File: src/rtl/lrf_commit_pkg.sv
// lrf_commit_pkg
//   Shared types and constants for the logic-register-file commit queue.
//   - DEPTH_DEF / TAG_W_DEF : default queue depth and tag/pointer width
//   - DST_* : destination encodings (0 = none, 1..31 = GPR, bit5 set = hi/lo)
//   - commit_entry_t : one queue entry
//   - is_hilo / is_gpr / hilo_is_hi : destination decode helpers
package lrf_commit_pkg;

    localparam int DEPTH_DEF = 8;
    localparam int TAG_W_DEF = 3;

    localparam logic [5:0] DST_NONE = 6'd0;
    localparam logic [5:0] DST_HI   = 6'd33;
    localparam logic [5:0] DST_LO   = 6'd34;

    // The bit shared by the hi and lo encodings marks every hi/lo destination.
    localparam logic [5:0] HILO_MASK = DST_HI & DST_LO;

    typedef struct packed {
        logic        valid;
        logic        done;
        logic [5:0]  dst;
        logic [31:0] data;
    } commit_entry_t;

    function automatic logic is_hilo(input logic [5:0] dst);
        return (dst & HILO_MASK) != DST_NONE;
    endfunction

    function automatic logic is_gpr(input logic [5:0] dst);
        return !is_hilo(dst) && (dst != DST_NONE);
    endfunction

    // Any hi/lo encoding with bit0 set selects hi, otherwise lo.
    function automatic logic hilo_is_hi(input logic [5:0] dst);
        return dst[0] == DST_HI[0];
    endfunction

endpackage

File: src/rtl/lrf_commit_hilo_reg.sv
// lrf_commit_hilo_reg
//   Architectural hi/lo registers with two update ports.
//   Port 1 carries the younger retiring instruction and wins when both
//   ports target the same register in one cycle.
//   - clk, resetn         : clock, synchronous active-low reset (clears hi/lo)
//   - upd0_en/hi/data     : older update (hi selects hi, else lo)
//   - upd1_en/hi/data     : younger update
//   - hi, lo              : current register values
module lrf_commit_hilo_reg (
    input  logic        clk,
    input  logic        resetn,
    input  logic        upd0_en,
    input  logic        upd0_hi,
    input  logic [31:0] upd0_data,
    input  logic        upd1_en,
    input  logic        upd1_hi,
    input  logic [31:0] upd1_data,
    output logic [31:0] hi,
    output logic [31:0] lo
);

    always_ff @(posedge clk) begin
        if (!resetn) begin
            hi <= '0;
            lo <= '0;
        end else begin
            if (upd1_en && upd1_hi) begin
                hi <= upd1_data;
            end else if (upd0_en && upd0_hi) begin
                hi <= upd0_data;
            end
            if (upd1_en && !upd1_hi) begin
                lo <= upd1_data;
            end else if (upd0_en && !upd0_hi) begin
                lo <= upd0_data;
            end
        end
    end

endmodule

File: src/rtl/lrf_commit.sv
// lrf_commit
//   In-order dual-retire commit queue driving the two register-file write
//   ports. Dispatch allocates up to two entries per cycle at the tail,
//   writebacks mark entries done by tag, and the head retires up to two
//   consecutive done entries per cycle (older on way0, younger on way1).
//   hi/lo destinations are absorbed into an internal hi/lo register pair.
//   Ports:
//   - clk, resetn, flush        : clock, sync active-low reset, discard all
//   - alloc_req0/1, alloc_dst0/1: allocation requests (req1 needs req0)
//   - alloc_ready, alloc_tag0/1 : at least two free entries; tags handed out
//   - wb_valid/tag/data 0/1     : execution writebacks
//   - wen/wr_addr/wr_data 0/1   : register-file write ports
//   - hi, lo                    : architectural hi/lo
//   - empty, retire_cnt         : queue empty; entries retiring this cycle
//
// Allocation handshake: a request is accepted at the clock edge when
// alloc_ready=1, flush=0 and alloc_req0=1. alloc_ready depends only on the
// current occupancy, never on the request itself; a request seen while
// alloc_ready=0 is dropped and must be held by the requester until accepted.
module lrf_commit
    import lrf_commit_pkg::*;
#(
    parameter int DEPTH = DEPTH_DEF,
    parameter int TAG_W = TAG_W_DEF
) (
    input  logic             clk,
    input  logic             resetn,
    input  logic             flush,
    input  logic             alloc_req0,
    input  logic [5:0]       alloc_dst0,
    input  logic             alloc_req1,
    input  logic [5:0]       alloc_dst1,
    output logic             alloc_ready,
    output logic [TAG_W-1:0] alloc_tag0,
    output logic [TAG_W-1:0] alloc_tag1,
    input  logic             wb_valid0,
    input  logic [TAG_W-1:0] wb_tag0,
    input  logic [31:0]      wb_data0,
    input  logic             wb_valid1,
    input  logic [TAG_W-1:0] wb_tag1,
    input  logic [31:0]      wb_data1,
    output logic             wen0,
    output logic [4:0]       wr_addr0,
    output logic [31:0]      wr_data0,
    output logic             wen1,
    output logic [4:0]       wr_addr1,
    output logic [31:0]      wr_data1,
    output logic [31:0]      hi,
    output logic [31:0]      lo,
    output logic             empty,
    output logic [1:0]       retire_cnt
);

    localparam logic [TAG_W:0] ALLOC_LIMIT = (TAG_W+1)'(DEPTH - 2);

    commit_entry_t    q [DEPTH];
    logic [TAG_W-1:0] head;
    logic [TAG_W-1:0] tail;
    logic [TAG_W:0]   count;

    logic [TAG_W-1:0] head_p1;
    logic [TAG_W-1:0] tail_p1;
    commit_entry_t    e0;
    commit_entry_t    e1;
    logic             ret0;
    logic             ret1;
    logic             do_alloc;
    logic [TAG_W:0]   alloc_n;
    logic [TAG_W:0]   retire_n;

    assign head_p1 = head + TAG_W'(1);
    assign tail_p1 = tail + TAG_W'(1);
    assign e0      = q[head];
    assign e1      = q[head_p1];

    // Flush suppresses retirement in its own cycle.
    assign ret0 = !flush && e0.valid && e0.done;
    assign ret1 = ret0 && e1.valid && e1.done;

    assign alloc_ready = (count <= ALLOC_LIMIT);
    assign do_alloc    = alloc_ready && !flush && alloc_req0;
    assign alloc_tag0  = tail;
    assign alloc_tag1  = tail_p1;
    assign empty       = (count == '0);
    assign retire_cnt  = {ret1, ret0 & ~ret1};
    assign retire_n    = (TAG_W+1)'(retire_cnt);

    always_comb begin
        alloc_n = '0;
        if (do_alloc) begin
            alloc_n = alloc_req1 ? (TAG_W+1)'(2) : (TAG_W+1)'(1);
        end
    end

    // Register-file ports: only GPR destinations write; otherwise drive 0.
    assign wen0     = ret0 && is_gpr(e0.dst);
    assign wr_addr0 = wen0 ? e0.dst[4:0] : '0;
    assign wr_data0 = wen0 ? e0.data : '0;
    assign wen1     = ret1 && is_gpr(e1.dst);
    assign wr_addr1 = wen1 ? e1.dst[4:0] : '0;
    assign wr_data1 = wen1 ? e1.data : '0;

    always_ff @(posedge clk) begin
        if (!resetn || flush) begin
            for (int i = 0; i < DEPTH; i++) begin
                q[i] <= '0;
            end
            head  <= '0;
            tail  <= '0;
            count <= '0;
        end else begin
            if (wb_valid0 && q[wb_tag0].valid) begin
                q[wb_tag0].done <= 1'b1;
                q[wb_tag0].data <= wb_data0;
            end
            if (wb_valid1 && q[wb_tag1].valid) begin
                q[wb_tag1].done <= 1'b1;
                q[wb_tag1].data <= wb_data1;
            end
            if (ret0) begin
                q[head].valid <= 1'b0;
                q[head].done  <= 1'b0;
            end
            if (ret1) begin
                q[head_p1].valid <= 1'b0;
                q[head_p1].done  <= 1'b0;
            end
            // Allocated slots are free, so they never collide with the
            // head entries retiring or the valid entries written back.
            if (do_alloc) begin
                q[tail] <= '{valid: 1'b1, done: 1'b0, dst: alloc_dst0, data: '0};
                if (alloc_req1) begin
                    q[tail_p1] <= '{valid: 1'b1, done: 1'b0, dst: alloc_dst1, data: '0};
                end
            end
            head  <= head + retire_n[TAG_W-1:0];
            tail  <= tail + alloc_n[TAG_W-1:0];
            count <= count + alloc_n - retire_n;
        end
    end

    lrf_commit_hilo_reg u_hilo (
        .clk       (clk),
        .resetn    (resetn),
        .upd0_en   (ret0 && is_hilo(e0.dst)),
        .upd0_hi   (hilo_is_hi(e0.dst)),
        .upd0_data (e0.data),
        .upd1_en   (ret1 && is_hilo(e1.dst)),
        .upd1_hi   (hilo_is_hi(e1.dst)),
        .upd1_data (e1.data),
        .hi        (hi),
        .lo        (lo)
    );

endmodule

File: config.mk
export PLATFORM = sky130hd
export DESIGN_NAME = lrf_commit
export DESIGN_NICKNAME = d
export VERILOG_FILES = /design/src/rtl/lrf_commit_pkg.sv /design/src/rtl/lrf_commit_hilo_reg.sv /design/src/rtl/lrf_commit.sv
export SDC_FILE = /design/constraint.sdc
export NUM_CORES = 1
export LEC_CHECK = 0
export CORE_MARGIN = 1
export CORE_UTILIZATION = 45
export DETAILED_ROUTE_END_ITERATION = 8
export PLACE_DENSITY = 0.64
export SYNTH_ARGS = -nofsm -noshare
export SYNTH_HDL_FRONTEND = slang
export SYNTH_SLANG_ARGS = --single-unit
File: constraint.sdc
create_clock -name clk -period 5.53 [get_ports clk]
set_input_delay 1.106 -clock clk [delete_from_list [all_inputs] [get_ports clk]]
set_output_delay 1.106 -clock clk [all_outputs]
set_load 0.01 [all_outputs]
# After elaboration in Yosys (flattened, before gate mapping)
# Memories as Yosys holds them, arrays and structs flattened. A register that Yosys moved wholly into a read port is not among the register bits.
# Cells that the tools add are included.
dict set report word_totals {
  ff_bits 74
  ram_bits 320
  out_inout_bits 150
  elab_cells 101
  n_memories 1
}
# name depth width rd rd_ports_with_merged_regs wr line
set memory_table {}
lappend memory_table {q 8 40 4 1 8 lrf_commit.sv:56} ;# commit_entry_t q [DEPTH];
dict set report op_classes {
  n_addsub 6
  magnitude_cmp 1
  muxes 50
  bitwise_logic 2
  n_reduce_logical 36
}
# op n
set op_table {}
lappend op_table {{$mux 40} 6}
lappend op_table {{$reduce_or 40->1} 6}
lappend op_table {{$mux 32} 6}
lappend op_table {{$mux 1} 23}
lappend op_table {{$mux 3} 7}
lappend op_table {{$logic_and 1x1->1} 18}
lappend op_table {{$mux 2} 6}
lappend op_table {{$reduce_bool 6->1} 2}
lappend op_table {{$mux 5} 2}
lappend op_table {{$add 3x1->3 const B} 2}
lappend op_table {{$add 3x2->3} 2}
lappend op_table {{$logic_not 1->1} 6}
lappend op_table {{$add 4x2->4} 1}
lappend op_table {{$le 4x3->1 const B} 1}
lappend op_table {{$logic_not 4->1} 1}
lappend op_table {{$reduce_bool 2->1} 2}
lappend op_table {{$sub 4x2->4} 1}
lappend op_table {{$and 1x1->1} 1}
lappend op_table {{$logic_or 1x1->1} 1}
lappend op_table {{$not 1->1} 1}

# Logic depth before layout (Yosys ltp)
# Gate-level depths: netlist of the first run.
dict set report depth {
  ltp_word 10
  mapped_depth 14
  depth_no_buf 12
}

# Hierarchy
# From an unflattened synthesis of the first run, not the netlist that was laid out.
dict set report hier_totals {
  cells_unflattened 2776
  area_unflattened_um2 22733.1
}
# module n_inst cells_per_inst area_each_um2
set modules_own_cells {}
lappend modules_own_cells {lrf_commit 1 2449 19897.8}
lappend modules_own_cells {lrf_commit_hilo_reg 1 327 2835.2}

# Worst setup path before layout of the first run
# Ideal clock, no wire load.
dict set report synth_path {
  path_kind {input port to output port}
  start {in flush}
  end {out wr_data1[17]}
  arrival_ns 2.687
  required_time_ns 4.424
  slack_ns 1.737
  cell_stages 9
  path_buffers 3
  cell_sequence {a221oi_4 nand4_4 or3_1 buf_6 clkinv_2 nand2_2 buf_6 buf_6 nor3_2}
}
dict set report synth_between {
  elab_chain_cells 7
}
# element line
set synth_rtl {}
lappend synth_rtl {{start, declared} lrf_commit.sv:28} ;# input logic flush,
lappend synth_rtl {{$logic_not 1->1} lrf_commit.sv:77} ;# assign ret0 = !flush && e0.valid && e0.done;
lappend synth_rtl {{$logic_and 1x1->1 (2 in series)} lrf_commit.sv:77}
lappend synth_rtl {{$logic_and 1x1->1 (2 in series)} lrf_commit.sv:78} ;# assign ret1 = ret0 && e1.valid && e1.done;
lappend synth_rtl {{net ret1} lrf_commit.sv:66} ;# logic ret1;
lappend synth_rtl {{$logic_and 1x1->1} lrf_commit.sv:99} ;# assign wen1 = ret1 && is_gpr(e1.dst);
lappend synth_rtl {{$mux 32} lrf_commit.sv:101} ;# assign wr_data1 = wen1 ? e1.data : '0;
lappend synth_rtl {{end, declared} lrf_commit.sv:47} ;# output logic [31:0] wr_data1,
# The timed path passes the listed nets, and every way through them passes these cells.

# Final worst setup path of the first run
dict set report layout_path {
  start {reg head[2]}
  end {out wr_data1[6]}
}
dict set report layout_between {
  elab_chain_cells 6
  word_cells_on_any_way 9
  cone_classes {add/sub (1); mux (1); reduce/logical (6); memory (1)}
}
# element line
set layout_rtl {}
lappend layout_rtl {{start, declared} lrf_commit.sv:57} ;# logic [TAG_W-1:0] head;
lappend layout_rtl {{start signal, assigned} lrf_commit.sv:136} ;# head <= head + retire_n[TAG_W-1:0];
lappend layout_rtl {{$add 3x1->3 (*)} lrf_commit.sv:71} ;# assign head_p1 = head + TAG_W'(1);
lappend layout_rtl {{$mem_v2 8x40 (*)} -}
lappend layout_rtl {{$reduce_bool 6->1, or another cell as far along} lrf_commit_pkg.sv:31} ;# return !is_hilo(dst) && (dst != DST_NONE);
lappend layout_rtl {{$logic_and 1x1->1, on equally long branches} {lrf_commit_pkg.sv:31, lrf_commit.sv:78}}
lappend layout_rtl {{$logic_and 1x1->1} lrf_commit.sv:99}
lappend layout_rtl {{$mux 32 (*)} lrf_commit.sv:101}
# Every way passes the cells marked *; elsewhere a longest branch is shown, timed or not.

==> flow_summary_export.csv, run 1 <==
group,metric,value,unit
status,status,"finished clean",
die,coreArea,52660,sq um
layout,drive_gt1_frac,0.1246,
global_routing,grt_pass1_wl,148700,microns
sta,fin_crit_sh,0.9969,
cts,clock_sink_count,394,
layout,layout_common_cells,"nor2_1, dfxtp_1, nand2_1",
sta,hold_violations,0,
global_routing,grt.total_usage,0.3649,
routing,drt_iter0_markers,4076,
cts,ctsHoldBuffers,0,
critical_path,max_stage_delay,0.84,ns
place,dpl_worst_slack,0.3650,ns
power,power_density,231.3,nW/um^2
place,gp_congestion,0.9370,
cts,clkTransAtPathRegs,0.06,ns
place,io_buffers,238,
global_routing,grt_pass1_vias,22950,
routing,postRouteAntennaNets,0,
cts,cts_tree,"done",
cts,cts_root_buffer,"clkbuf_16",
synthesis,avgSynthCellArea,8.573,sq um
worst_hold_path,hold_path_class,"flip-flop to flip-flop",
layout,final_common_cell,"nor2_1",
critical_path,required,4.42,ns
sta,holdWs,0.5140,ns
cts,cts.htree.levels,2,
die,dieArea,54270,sq um
die,start_util,0.4559,
routing,drcViolationCount,0,
synthesis,yosysWarnings,0,
cts,clk_latency,0.61,ns
sta,fin_crit,5.513,ns
die,die_h,233.0,microns
routing,drt_pre_antenna_iters,8,
die,die_w,233.0,microns
critical_path,cp_max_fo,46,
layout,seq_area,8379,sq um
cts,clockBufferDepth,3,
synthesis,ys_async_sr_fraction,0,
synthesis,yosysSeqAreaShare,0.3486,
synthesis,synth-seq-cells,394,
routing,viasPerCell,6.888,
global_routing,grt_max_degree,268,
power,ir_worst_vdd,205.2,uV
layout,fillers,4698,
synthesis,synth_nets,2903,
critical_path,rrSetupSlack,1.20,ns
sta,slew_viol_final,0,
critical_path,slowest_stage,"dfxtp_4",
sta,finalSetupViolCount,0,
die,io_pins,239,
sta,rsz0062_at_grt,"yes",
sta,clock-skew-final,0.02553,ns
power,p_leak,9.827,nW
critical_path,end_kind,"output pin",
layout,final_nets,2971,
critical_path,path_cells,"xor2_4, buf_4, nor2_1, a221o_1, a222oi_1, nor3_1, clkdlybuf4s50_1",
layout,multiInputGateArea,14180,sq um
sta,fin_ws,0.01706,ns
die,rows,84,
routing,wl_per_cell,28.25,microns
flow_run,maxCapViolations,0,
synthesis,synth-main-ff-cell,"dfxtp_1",
sta,max_freq,0.1814,GHz
place,dpl.hpwl,62410,microns
sta,worst_pin_slew,1.342,ns
synthesis,syn-instance-count,2800,
synthesis,yosysUniqueCellTypes,87,
synthesis,synth_edf_count,48,
routing,via_count,24760,
critical_path,path_class,"flip-flop to output pin",
critical_path,startpoint_type,"flip-flop",
synthesis,syn_area,24000,sq um
global_routing,overflow,0,
routing,routed_wl,101500,microns
sta,max-slew-margin-rel,0.1056,
global_routing,antenna_found_initial,7,
cts,numCtsBuffers,45,
critical_path,arrival,4.41,ns
layout,area_delta_synth_final,18.31,%
synthesized netlist by cell type, types with 5 or more instances:
cell | count | share of area
buf_6 | 15 | 0.0070
nor3_1 | 58 | 0.012
a221o_1 | 5 | 0.0021
nor3_2 | 16 | 0.0067
o22ai_2 | 10 | 0.0052
mux4_2 | 75 | 0.070
and3_1 | 56 | 0.015
a311oi_1 | 66 | 0.024
mux2i_1 | 134 | 0.056
a31oi_1 | 129 | 0.034
buf_1 | 43 | 0.0067
a211oi_1 | 113 | 0.035
nand2_1 | 240 | 0.038
a22oi_1 | 23 | 0.0072
buf_4 | 18 | 0.0056
o2bb2ai_1 | 10 | 0.0036
o221ai_1 | 7 | 0.0026
nand3_1 | 82 | 0.017
buf_2 | 63 | 0.013
a31o_2 | 6 | 0.0022
clkbuf_1 | 168 | 0.026
o211ai_1 | 22 | 0.0069
a21oi_1 | 100 | 0.021
nand4_1 | 7 | 0.0018
a22o_1 | 37 | 0.014
nor2b_1 | 24 | 0.0063
and2_1 | 15 | 0.0039
o21ai_1 | 6 | 0.0013
mux2_2 | 30 | 0.014
nand3b_1 | 73 | 0.023
nor3b_1 | 6 | 0.0019
dfxtp_1 | 346 | 0.29
o21ai_0 | 89 | 0.019
inv_1 | 51 | 0.0080
ha_1 | 10 | 0.0052
a221oi_1 | 44 | 0.016
nor2_1 | 376 | 0.059
edfxtp_1 | 48 | 0.060
o22ai_1 | 64 | 0.017
o22a_1 | 5 | 0.0018
nand2b_1 | 33 | 0.0086
cells by family after synthesis:
family / count (synthesis) / synth area share
AOI/OAI and AO/OA: 767 / 0.2259
xor gates and xnor gates: 7 / 0.003180
adders and majority gates: 14 / 0.008549
buffers and inverters: 362 / 0.06745
DFF: 394 / 0.3486
muxes: 244 / 0.1442
and+or+nand+nor: 1012 / 0.2021
flip-flops by register name, indices dropped and copies added, names as in the netlist:
name        flops
alloc_tag0      3
count           4
head            3
q             320
u_hilo.hi      32
u_hilo.lo      32
routing by layer:
layer | part of all wire | global-route usage
met2 | 0.42 | 0.5340
met3 | 0.14 | 0.1097
met5 | 0.00050 | 0
met1 | 0.39 | 0.4909
met4 | 0.048 | 0.1661
cell type report:
| class | count | share of cell area |
|---|---|---|
| multi-input combinational | 2044 | 0.4995 |
| sequential | 394 | 0.2951 |
| timing repair buffer | 328 | 0.1113 |
| clock buffer | 53 | 0.04397 |
| tap | 688 | 0.03031 |
| clock inverter | 31 | 0.01243 |
| inverter | 55 | 0.007314 |
| antenna | 1 | 0.00008812 |
where the power goes:
group | leakage [nW] | switching [mW] | internal, mW
Sequential | 3.32 | 0.0221 | 2.91
Combinational | 5.70 | 0.231 | 0.118
Clock | 0.802 | 1.34 | 1.95
worst paths after layout:
kind                            startpoint  cells after the start             to
worst min-delay path               q[6][8]                      2        q[6][8]
worst max-delay path               head[2]                      7    wr_data1[6]
worst min register to register     q[6][8]                      2        q[6][8]
worst max register to register     head[2]                      6  u_hilo.hi[25]
timing repair:
item / CTS / global route
setup endpoints to repair: 6 / 59
pin swaps: 0 / 2
setup buffers: 0 / 2
resized for setup: 3 / 2
worst max-delay path: cells and delay by family, from the launching register on:
| kind | cells | cell delay (ns) |
|---|---|---|
| DFF | 1 | 0.84 |
| and+or+nand+nor | 2 | 0.32 |
| xor gates and xnor gates | 1 | 0.56 |
| buffers and inverters | 2 | 0.89 |
| AOI/OAI and AO/OA | 2 | 1.17 |
metrics by stage:
stage | util | total power [mW] | setup TNS (ns) | std cells | cell area [sq um]
6_report | 0.5393 | 6.570 | 0 | 3594 | 28400
2_1_floorplan | - | 3.161 | 0 | 2800 | 24000
4_1_cts | 0.5384 | 6.566 | 0 | 3591 | 28350
5_1_grt | 0.5393 | 6.708 | -0.003670 | 3593 | 28390
3_3_place_gp | 0.5078 | 3.330 | 0 | 3507 | 26740
3_5_place_dp | 0.5078 | 3.335 | 0 | 3507 | 26740
No activity file was read; power rests on OpenSTA's default activity.
==> inputs of run 2 (changes only) <==
Settings changed: CORE_UTILIZATION 45 to 38, CTS_BUF_LIST set to sky130_fd_sc_hd__clkbuf_4 sky130_fd_sc_hd__clkbuf_8 sky130_fd_sc_hd__clkbuf_16, PLACE_DENSITY 0.64 to 0.56.
==> run 2 against run 1 <==
  * Via count down 1.2%
  * Wire length up 4.4%
  * Worst hold slack worse by 0.0020 ns
  * Clock skew up 0.00076 ns
  * Worst setup slack better by 0.095 ns
  * Register-to-register slack better by 0.24 ns
  * Power up 1.8%
  * Count of clock-buffer cells in the layout up 11
  * Sequential share of layout area down 0.37 points
  * Global-route usage down 4.2 points
  * Critical path type unchanged
  * Critical endpoint is now wr_data0[4]
==> flow_summary_export.csv, run 2 (synthesized netlist as in run 1, its figures left out) <==
group,metric,value,unit
layout,multiInputGateArea,14180,sq um
critical_path,path_depth,6,
die,rows,91,
critical_path,path_buf_inv,2,
global_routing,antenna_found_initial,11,
die,dieArea,64180,sq um
die,io_pins,239,
global_routing,grt_pass1_vias,23240,
place,placedInstanceArea,27010,sq um
layout,top_register,"q",
sta,holdWs,0.5120,ns
sta,max-slew-margin-rel,0.1911,
critical_path,slowest_stage,"and2_1",
layout,drive_gt1_frac,0.1291,
routing,drt_pre_antenna_iters,8,
sta,max_freq,0.1846,GHz
critical_path,startpoint_type,"flip-flop",
sta,finalSetupViolCount,0,
die,coreArea,62050,sq um
place,dpl.hpwl,66100,microns
sta,hold_violations,0,
layout,final_common_cell,"nor2_1",
critical_path,rrSetupSlack,1.44,ns
die,start_util,0.3868,
power,p_seq_frac,0.439,
sta,fin_crit_sh,0.9798,
place,io_buffers,238,
routing,via_count,24450,
global_routing,grt_max_degree,185,
layout,final_cell_count_no_fill,3761,
critical_path,r2r_end,"u_hilo.lo[16]",
routing,routed_wl,106000,microns
cts,cts_root_buffer,"clkbuf_16",
critical_path,path_class,"flip-flop to output pin",
power,combPwrFrac,0.054,
global_routing,overflow,0,
cts,ctsHoldBuffers,0,
sta,fin_setup_tns,0,ns
layout,final_nets,2985,
critical_path,worstRegToRegCells,8,
layout,largest_register_ffs,320,
place,gp_congestion,0.9210,
routing,viasPerCell,6.501,
sta,worst_pin_slew,1.212,ns
layout,largestRegisters,"q (320), u_hilo.hi (32), u_hilo.lo (32)",
place,dpl_worst_slack,0.3606,ns
routing,drcViolationCount,0,
critical_path,required,4.42,ns
power,switching_share,0.2400,
critical_path,cp_max_fo,33,
critical_path,end_kind,"output pin",
global_routing,grt_pass1_wl,154900,microns
cts,clk_latency,0.61,ns
routing,wl_per_cell,28.19,microns
critical_path,crit_family,"buffers and inverters",
worst_hold_path,hold_path_class,"flip-flop to flip-flop",
routing,drt_iter0_markers,3495,
cts,numCtsBuffers,47,
sta,rsz0062_at_grt,"no",
cts,cts.htree.levels,2,
layout,layout_common_cells,"nor2_1, dfxtp_1, nand2_1",
cts,clock_sink_count,394,
layout,stdcell_area,28760,sq um
global_routing,grt.total_usage,0.3227,
power,internal_power,5.082,mW
cts,cts_tree,"done",
critical_path,arrival,4.31,ns
routing,postRouteAntennaNets,0,
power,netSwitchingPower,1.605,mW
sta,fin_crit,5.418,ns
place,dp.cells,3666,
sta,clock-skew-final,0.02629,ns
layout,seq_area,8379,sq um
critical_path,r2r_start,"head[1]",
power,p_leak,9.914,nW
critical_path,cp-startpoint,"head[1]",
power,ir_worst_vdd,199.7,uV
cts,clockBufferDepth,3,
layout,fillers,5901,
critical_path,path_cells,"buf_4, and2_1, a22oi_1, o221ai_1, nor2b_1, clkdlybuf4s50_1",
layout,area_delta_synth_final,19.80,%
cts,clkTransAtPathRegs,0.06,ns
critical_path,cp-endpoint,"wr_data0[4]",
critical_path,max_stage_delay,0.81,ns
power,p_clk_frac,0.507,
sta,fin_ws,0.1119,ns
die,die_h,253.3,microns
flow_run,maxCapViolations,0,
sta,slew_viol_final,0,
status,status,"finished clean",
die,die_w,253.3,microns
power,power_density,232.6,nW/um^2
[run 2: changes by cell type in the layout (fill, tap and decap cells not counted), moves of 2 or more]
cell,change
clkbuf_4,+9
buf_12,+2
clkbuf_8,+3
clkinv_2,-7
buf_4,+11
diode_2,+3
[run 2: worst min path at each step]
stage,cells after the start,slack (ns),to,from
floorplan,2,0.48,q[6][2],q[6][2]
global placement,2,0.49,q[6][2],q[6][2]
detailed placement,2,0.50,q[6][2],q[6][2]
CTS,2,0.51,q[6][2],q[6][2]
global route,2,0.53,q[6][8],q[6][8]
finish,2,0.51,q[6][2],q[6][2]
[run 2: final cells by class]
cell class	instances	share of cell area
multi-input combinational	2044	0.4931
tap	837	0.03642
clock inverter	23	0.01079
timing repair buffer	340	0.1137
antenna	4	0.0003481
clock buffer	64	0.04708
inverter	55	0.007223
sequential	394	0.2914
[run 2: metrics by stage]
| stage | total power [mW] | utilization |
|---|---|---|
| 2_1_floorplan | 3.161 | - |
| 3_3_place_gp | 3.342 | 0.4353 |
| 3_5_place_dp | 3.347 | 0.4353 |
| 4_1_cts | 6.700 | 0.4629 |
| 5_1_grt | 6.846 | 0.4633 |
| 6_report | 6.687 | 0.4634 |
[run 2: power by group through the flow]
stage	Combinational, mW	Clock, mW	Sequential (mW)
after CTS	0.351	3.41	2.93
after global routing	0.377	3.53	2.94
final	0.358	3.39	2.94
after floorplan	0.175	0	2.99
after detailed placement	0.349	0	3.00
after global placement	0.344	0	3.00
[run 2: timing repair]
action                     in CTS  in global routing
setup endpoints to repair      28                 33
resized for setup               0                  0
pin swaps                       0                  1
buffers inserted                3                  1
[run 2: metal layers]
layer / wire length, microns / up-vias / track usage
met4: 4200 / 6 / 0.1280
met1: 43420 / 11890 / 0.4417
li1: - / 10600 / -
met5: 47 / - / 0
met3: 13610 / 268 / 0.09046
met2: 44730 / 1692 / 0.4755
[run 2: worst register-to-register path, cell delays in order, from the launching register on]
cell	delay, ns
dfxtp_4	0.63
buf_4	0.68
and2_1	0.81
a221o_1	0.31
a21oi_2	0.14
nor4b_4	0.31
buf_4	0.58
mux2i_1	0.36
o22ai_1	0.11
